`config.mk`:
```
export PLATFORM = sky130hd
export DESIGN_NAME = pipeline_stall_ctrl_flat
export DESIGN_NICKNAME = d
export VERILOG_FILES = /design/src/rtl/pipeline_stall_ctrl_pkg.sv /design/src/rtl/pipeline_stall_ctrl_if.sv /design/src/rtl/pipeline_stall_ctrl_sat_counter.sv /design/src/rtl/pipeline_stall_ctrl.sv /design/src/flat_wrapper.sv
export SDC_FILE = /design/constraint.sdc
export NUM_CORES = 1
export LEC_CHECK = 0
export CORE_MARGIN = 5
export CORE_UTILIZATION = 30
export DETAILED_ROUTE_END_ITERATION = 12
export PLACE_DENSITY_LB_ADDON = 0.3
export SLEW_MARGIN = 20
export SYNTH_ARGS = -nofsm -noshare
export SYNTH_HDL_FRONTEND = slang
export SYNTH_HIERARCHICAL = 1
export SYNTH_SLANG_ARGS = --single-unit
```
`constraint.sdc`:
```
create_clock -name clk -period 2.3 [get_ports clk]
set_input_delay 0.46 -clock clk [delete_from_list [all_inputs] [get_ports clk]]
set_output_delay 0.46 -clock clk [all_outputs]
set_load 0.02 [all_outputs]
```
`src/rtl/pipeline_stall_ctrl_pkg.sv`:
```
// Shared types and constants for the pipeline stall controller.
// Latency: n/a (declarations only).
// Backpressure: n/a.
package pipeline_stall_ctrl_pkg;

  // Controller FSM encoding
  typedef enum logic {
    ST_RUN   = 1'b0,
    ST_DRAIN = 1'b1
  } state_t;

  // Instruction word loaded into IF/ID or ID/EX on a flush or bubble
  localparam logic [15:0] NOP_INSTR = 16'h0000;

  // Width of the drain watchdog timer; covers DRAIN_MAX up to 255
  localparam int TIMER_W = 8;

endpackage

```
`src/rtl/pipeline_stall_ctrl_if.sv`:
```
// Hazard-flag inputs and pipeline-register controls of the stall controller.
// Latency: n/a (wiring only).
// Backpressure: n/a; controls are plain levels sampled by the pipeline registers.
interface pipeline_stall_ctrl_if #(
  parameter int CNT_W = 16
);
  logic             data_hazard;
  logic             control_hazard;
  logic             redirect_valid;
  logic             cnt_clr;
  logic             pc_we;
  logic             pc_sel_redirect;
  logic             ifid_we;
  logic             ifid_flush;
  logic             idex_bubble;
  logic             drain_active;
  logic             ctrl_error;
  logic [CNT_W-1:0] stall_cnt;
  logic [CNT_W-1:0] flush_cnt;

  // Hazard detector / PC side: drives flags, observes controls
  modport master (
    output data_hazard, control_hazard, redirect_valid, cnt_clr,
    input  pc_we, pc_sel_redirect, ifid_we, ifid_flush, idex_bubble,
    input  drain_active, ctrl_error, stall_cnt, flush_cnt
  );

  // Stall controller side
  modport slave (
    input  data_hazard, control_hazard, redirect_valid, cnt_clr,
    output pc_we, pc_sel_redirect, ifid_we, ifid_flush, idex_bubble,
    output drain_active, ctrl_error, stall_cnt, flush_cnt
  );
endinterface

```
`src/rtl/pipeline_stall_ctrl_sat_counter.sv`:
```
// Saturating up-counter with synchronous clear.
// Latency: count updates on the edge after inc/clr; clr wins over inc.
// Backpressure: none; holds at all-ones instead of wrapping.
module pipeline_stall_ctrl_sat_counter #(
  parameter int WIDTH = 16
) (
  input  logic             clk,
  input  logic             rst_n,
  input  logic             inc,
  input  logic             clr,
  output logic [WIDTH-1:0] count
);

  // Clear has priority; otherwise count up until all-ones
  always_ff @(posedge clk or negedge rst_n) begin
    if (!rst_n) begin
      count <= '0;
    end else if (clr) begin
      count <= '0;
    end else if (inc && (count != {WIDTH{1'b1}})) begin
      count <= count + 1'b1;
    end
  end

endmodule

```
`src/rtl/pipeline_stall_ctrl.sv`:
```
// Turns ID-stage hazard flags into PC / IF-ID / ID-EX controls; sequences CALL/RET drains.
// Latency: controls are combinational from state and flags; state, timer, counters register.
// Backpressure: data hazards freeze PC and IF/ID; control hazards drain until redirect or watchdog.
module pipeline_stall_ctrl
  import pipeline_stall_ctrl_pkg::*;
#(
  parameter int CNT_W     = 16,
  parameter int DRAIN_MAX = 8
) (
  input  logic                 clk,
  input  logic                 rst_n,
  pipeline_stall_ctrl_if.slave ctrl
);

  state_t             state;
  logic [TIMER_W-1:0] timer;
  logic               error_q;
  logic               timeout;
  logic [CNT_W-1:0]   stall_q;
  logic [CNT_W-1:0]   flush_q;

  // Watchdog hits on the last permitted drain cycle without a redirect
  assign timeout = (state == ST_DRAIN) && !ctrl.redirect_valid &&
                   (timer == TIMER_W'(DRAIN_MAX - 1));

  // Pipeline controls decoded from current state and hazard flags
  always_comb begin
    ctrl.pc_we           = 1'b1;
    ctrl.pc_sel_redirect = 1'b0;
    ctrl.ifid_we         = 1'b1;
    ctrl.ifid_flush      = 1'b0;
    ctrl.idex_bubble     = 1'b0;
    ctrl.drain_active    = 1'b0;
    if (state == ST_RUN) begin
      if (ctrl.data_hazard) begin
        // Freeze fetch and ID, inject a bubble into EX
        ctrl.pc_we       = 1'b0;
        ctrl.ifid_we     = 1'b0;
        ctrl.idex_bubble = 1'b1;
      end else if (ctrl.control_hazard) begin
        // CALL/RET moves on; the wrong-path fetch behind it is squashed
        ctrl.pc_we      = 1'b0;
        ctrl.ifid_flush = 1'b1;
      end
    end else begin
      // Only NOPs reach ID while the CALL/RET is downstream
      ctrl.pc_we           = ctrl.redirect_valid;
      ctrl.pc_sel_redirect = ctrl.redirect_valid;
      ctrl.ifid_flush      = 1'b1;
      ctrl.drain_active    = 1'b1;
    end
  end

  // FSM and drain timer
  always_ff @(posedge clk or negedge rst_n) begin
    if (!rst_n) begin
      state <= ST_RUN;
      timer <= '0;
    end else begin
      case (state)
        ST_RUN: begin
          if (!ctrl.data_hazard && ctrl.control_hazard) begin
            state <= ST_DRAIN;
            timer <= '0;
          end
        end
        ST_DRAIN: begin
          if (ctrl.redirect_valid || timeout) begin
            state <= ST_RUN;
            timer <= '0;
          end else begin
            timer <= timer + 1'b1;
          end
        end
        default: begin
          state <= ST_RUN;
          timer <= '0;
        end
      endcase
    end
  end

  // Sticky watchdog error; clear wins over a same-cycle set
  always_ff @(posedge clk or negedge rst_n) begin
    if (!rst_n) begin
      error_q <= 1'b0;
    end else if (ctrl.cnt_clr) begin
      error_q <= 1'b0;
    end else if (timeout) begin
      error_q <= 1'b1;
    end
  end

  pipeline_stall_ctrl_sat_counter #(.WIDTH(CNT_W)) u_stall_cnt (
    .clk   (clk),
    .rst_n (rst_n),
    .inc   (ctrl.idex_bubble),
    .clr   (ctrl.cnt_clr),
    .count (stall_q)
  );

  pipeline_stall_ctrl_sat_counter #(.WIDTH(CNT_W)) u_flush_cnt (
    .clk   (clk),
    .rst_n (rst_n),
    .inc   (ctrl.ifid_flush),
    .clr   (ctrl.cnt_clr),
    .count (flush_q)
  );

  assign ctrl.ctrl_error = error_q;
  assign ctrl.stall_cnt  = stall_q;
  assign ctrl.flush_cnt  = flush_q;

endmodule
```
`src/flat_wrapper.sv`:
```
// flat-port wrapper written by rule: the top's interface ports become plain ports
module pipeline_stall_ctrl_flat import pipeline_stall_ctrl_pkg::*;
#(
  parameter int CNT_W     = 16,
  parameter int DRAIN_MAX = 8
)
  (clk, rst_n, ctrl_data_hazard, ctrl_control_hazard, ctrl_redirect_valid, ctrl_cnt_clr, ctrl_pc_we, ctrl_pc_sel_redirect, ctrl_ifid_we, ctrl_ifid_flush, ctrl_idex_bubble, ctrl_drain_active, ctrl_ctrl_error, ctrl_stall_cnt, ctrl_flush_cnt);
  pipeline_stall_ctrl_if #(.CNT_W(CNT_W)) ctrl_i ();
  input  logic clk;
  input  logic rst_n;
  input wire logic [$bits(ctrl_i.data_hazard)-1:0] ctrl_data_hazard;
  input wire logic [$bits(ctrl_i.control_hazard)-1:0] ctrl_control_hazard;
  input wire logic [$bits(ctrl_i.redirect_valid)-1:0] ctrl_redirect_valid;
  input wire logic [$bits(ctrl_i.cnt_clr)-1:0] ctrl_cnt_clr;
  output wire logic [$bits(ctrl_i.pc_we)-1:0] ctrl_pc_we;
  output wire logic [$bits(ctrl_i.pc_sel_redirect)-1:0] ctrl_pc_sel_redirect;
  output wire logic [$bits(ctrl_i.ifid_we)-1:0] ctrl_ifid_we;
  output wire logic [$bits(ctrl_i.ifid_flush)-1:0] ctrl_ifid_flush;
  output wire logic [$bits(ctrl_i.idex_bubble)-1:0] ctrl_idex_bubble;
  output wire logic [$bits(ctrl_i.drain_active)-1:0] ctrl_drain_active;
  output wire logic [$bits(ctrl_i.ctrl_error)-1:0] ctrl_ctrl_error;
  output wire logic [$bits(ctrl_i.stall_cnt)-1:0] ctrl_stall_cnt;
  output wire logic [$bits(ctrl_i.flush_cnt)-1:0] ctrl_flush_cnt;
  assign ctrl_i.data_hazard = ctrl_data_hazard;
  assign ctrl_i.control_hazard = ctrl_control_hazard;
  assign ctrl_i.redirect_valid = ctrl_redirect_valid;
  assign ctrl_i.cnt_clr = ctrl_cnt_clr;
  assign ctrl_pc_we = ctrl_i.pc_we;
  assign ctrl_pc_sel_redirect = ctrl_i.pc_sel_redirect;
  assign ctrl_ifid_we = ctrl_i.ifid_we;
  assign ctrl_ifid_flush = ctrl_i.ifid_flush;
  assign ctrl_idex_bubble = ctrl_i.idex_bubble;
  assign ctrl_drain_active = ctrl_i.drain_active;
  assign ctrl_ctrl_error = ctrl_i.ctrl_error;
  assign ctrl_stall_cnt = ctrl_i.stall_cnt;
  assign ctrl_flush_cnt = ctrl_i.flush_cnt;
  pipeline_stall_ctrl #(.CNT_W(CNT_W), .DRAIN_MAX(DRAIN_MAX)) u_core (.clk(clk), .rst_n(rst_n), .ctrl(ctrl_i));
endmodule
```
==> qor.txt <==
Status -> finished, final reports clean
Synth cell types -> 38
Gr ovfl total -> 0
Drt first pass iters -> 4
CTS tree -> built
Fraction of layout cells with a size suffix above 1 -> 0.1509
Final wirelength -> 5895 um
Die W -> 99.98 um
CP max FO -> 3
Required @ worst endpoint -> 1.84 ns
Root Driver -> clkbuf_8
Antenna viol nets, final -> 0
DP HPWL -> 4141 um
Initial antenna violation count -> 0
Final hold slack -> 0.2186 ns
VDD IR max -> 0.0002221 V
CTS Sinks -> 42
Cell Area, Placed -> 0.003087 mm^2
Final Hold Viols -> 0
Slew headroom -> 0.6367
CP Data Arrival Time -> 1.78 ns
Vias in the first global route -> 2071
Minimum clock period -> 2.244 ns
Final Wtd Congestion -> 0.8100
Setup crit end kind -> primary output
Mapped cell area -> 0.002429 mm^2
Buffers on Ports -> 44
Register area share after synthesis -> 0.4328
Num CTS Buffers -> 5
Diode count -> 0
Largest net degree at the start of global routing -> 43
Main flop type after synthesis -> dfrtp_1
Crit Path Category -> in2out
Pwr Density -> 519.6 mW/mm^2
Fill count -> 786
Most frequent cell on the critical path -> clkdlybuf4s50_1
Gr usage total -> 0.1208
Worst slew pin tran -> 0.5450 ns
Avg WL per Cell -> 14.04 um
Cell taking the most area after synthesis -> dfrtp_1
Type of origin of the critical path -> input pin
H-tree depth -> 2
Share of the synthesized area in the top cell type -> 0.4328
Fin area -> 0.003176 mm^2
Final Max Slew Viols -> 0
Synth Warn # -> 6
Most common cell in the netlist -> dfrtp_1
Final period util -> 0.9758
CP max stage cell -> clkdlybuf4s50_1
Clock Path Buffers -> 2
Final setup viols -> 0
Placeable Area -> 0.007807 mm^2
Starting Density -> 0.3111
Reg clk slew, reported paths -> 0.08 ns
Worst-skew pair later-pin latency -> 0.30 ns
# IOs -> 45
Post-Synthesis Cells -> 258
Critical Path Max Stage Delay -> 0.61 ns
Kind of path behind the tightest hold check -> in2async
Hold Buf Count CTS -> 0
MaxCap Viol Count -> 0
Fin Setup TNS -> 0 ns
Remaining DRCs -> 0
Async S/R FF share, synth -> 1.000
Area grow syn2layout -> 30.76%
Vias/cell -> 5.243
Synth top area cells -> dfrtp_1, a21oi_1, o31ai_1
Final setup skew -> 0.008624 ns
Util after Layout -> 0.4067
Mapped Avg Cell Area -> 9.413 um^2
Number of synthesized flops with an enable pin -> 0
RSZ-0062 raised after global routing -> false
Mapped Nets -> 267
Synth top cells by count -> dfrtp_1, a21oi_1, nand2_1
CP cell instances -> clkdlybuf4s50_1, nand2b_1, inv_1, clkdlybuf4s50_1
Synth Register Bits -> 42
FP Rows -> 32
Chip height -> 99.98 um
Max Clock Freq -> 0.4456 GHz
Via count -> 2202
# nets final -> 326
Die Area -> 0.009995 mm^2
First-pass GRT wire length -> 10040 um
Total power -> 1.650 mW
Leakage -> 1.287 nW
Initial DRC Count -> 99
[stage by stage]
| stage | cells | setup slack, ns |
|---|---|---|
| global route | 420 | 0.008276 |
| global placement | 412 | -0.09292 |
| finish | 420 | 0.05563 |
| floorplan | 258 | 0.1423 |
| detailed placement | 412 | -0.1364 |
| CTS | 420 | 0.03327 |
[state kept, by name, indices dropped and copies added, names as in the netlist]
name                      count
u_core/ctrl.ctrl_error        1
u_core/state                  1
u_core/timer                  8
u_core/u_flush_cnt/count     16
u_core/u_stall_cnt/count     16
[final timing paths]
check	startpoint	to	slack, ns	depth (start not counted)
worst min-delay path	rst_n	u_core/u_stall_cnt/count[1]	0.22	2
worst max-delay path	ctrl_data_hazard	ctrl_idex_bubble	0.06	4
min in group clk	u_core/ctrl.ctrl_error	u_core/ctrl.ctrl_error	0.50	2
worst min register to register	u_core/ctrl.ctrl_error	u_core/ctrl.ctrl_error	0.50	2
max in group asynchronous	rst_n	u_core/u_stall_cnt/count[14]	1.70	2
worst max register to register	u_core/u_flush_cnt/count[0]	u_core/u_flush_cnt/count[4]	0.35	6
[power breakdown]
| group | switching [mW] | total, mW | internal [mW] |
|---|---|---|---|
| logic | 0.199 | 0.354 | 0.155 |
| registers | 0.0399 | 0.807 | 0.767 |
| clock network | 0.247 | 0.489 | 0.242 |
| total | 0.485 | 1.65 | 1.16 |
[cell type report]
| class | instances | area [um^2] | area share |
|---|---|---|---|
| inverters | 10 | 37.54 | 0.01182 |
| well taps | 102 | 127.6 | 0.04019 |
| clock buffers | 7 | 86.33 | 0.02719 |
| clock inverters | 1 | 5.005 | 0.001576 |
| repair buffers | 62 | 580.6 | 0.1828 |
| multi-input cells | 196 | 1287 | 0.4054 |
| flip-flops and latches | 42 | 1051 | 0.3310 |
[metal layers]
layer / vias to the layer above / part of all wire / track usage
li1: 1103 / - / -
met1: 1033 / 0.47 / 0.1610
met2: 57 / 0.45 / 0.1904
met3: 9 / 0.064 / 0.03405
met4: 0 / 0.011 / 0.03731
met5: - / 0 / 0
[cell families (layout without fill, tap and decap cells)]
| kind of cell | count (synthesis) | in the layout | synth area share |
|---|---|---|---|
| adder cells (fa/ha/maj) | 3 | 3 | 0.01546 |
| XOR/XNOR | 1 | 1 | 0.003607 |
| flip-flops | 42 | 42 | 0.4328 |
| AO/OA/AOI/OAI | 64 | 64 | 0.1685 |
| multiplexers | 8 | 8 | 0.03710 |
| AND/OR/NAND/NOR | 120 | 120 | 0.3055 |
| buffers and inverters | 20 | 80 | 0.03710 |
[cells in the final DEF (no fill, tap or decap), types with 3 or more instances in the layout]
cell type        synthesis  routed
a21oi_1                 25      25
and3_1                   4       4
and4_2                   4       4
buf_4                    0      17
clkbuf_8                 0       6
clkdlybuf4s50_1          0      41
dfrtp_1                 42      42
ha_1                     3       3
inv_1                   10      10
mux2_1                   8       8
nand2_1                 19      19
nand3_1                 11      11
nand4_1                 13      13
nor2_1                  13      13
nor2b_1                  8       8
nor3_1                   6       6
nor4_1                   8       8
o21ai_0                 10      10
o21ai_1                  6       6
o31ai_1                 14      14
or3_1                    5       5
or3_2                    3       3
or4_1                   10      10
or4_2                    4       4
[repair_timing]
item / in CTS / in global routing
setup buffers: 0 / 0
resized for setup: 2 / 0
setup endpoints to repair: 2 / 0
[worst max-delay path: cells and delay by family]
| kind | cells | cell delay (ns) |
|---|---|---|
| buffers and inverters | 3 | 1.22 |
| and+or+nand+nor | 1 | 0.11 |
Power figures use the tool's default switching activity.
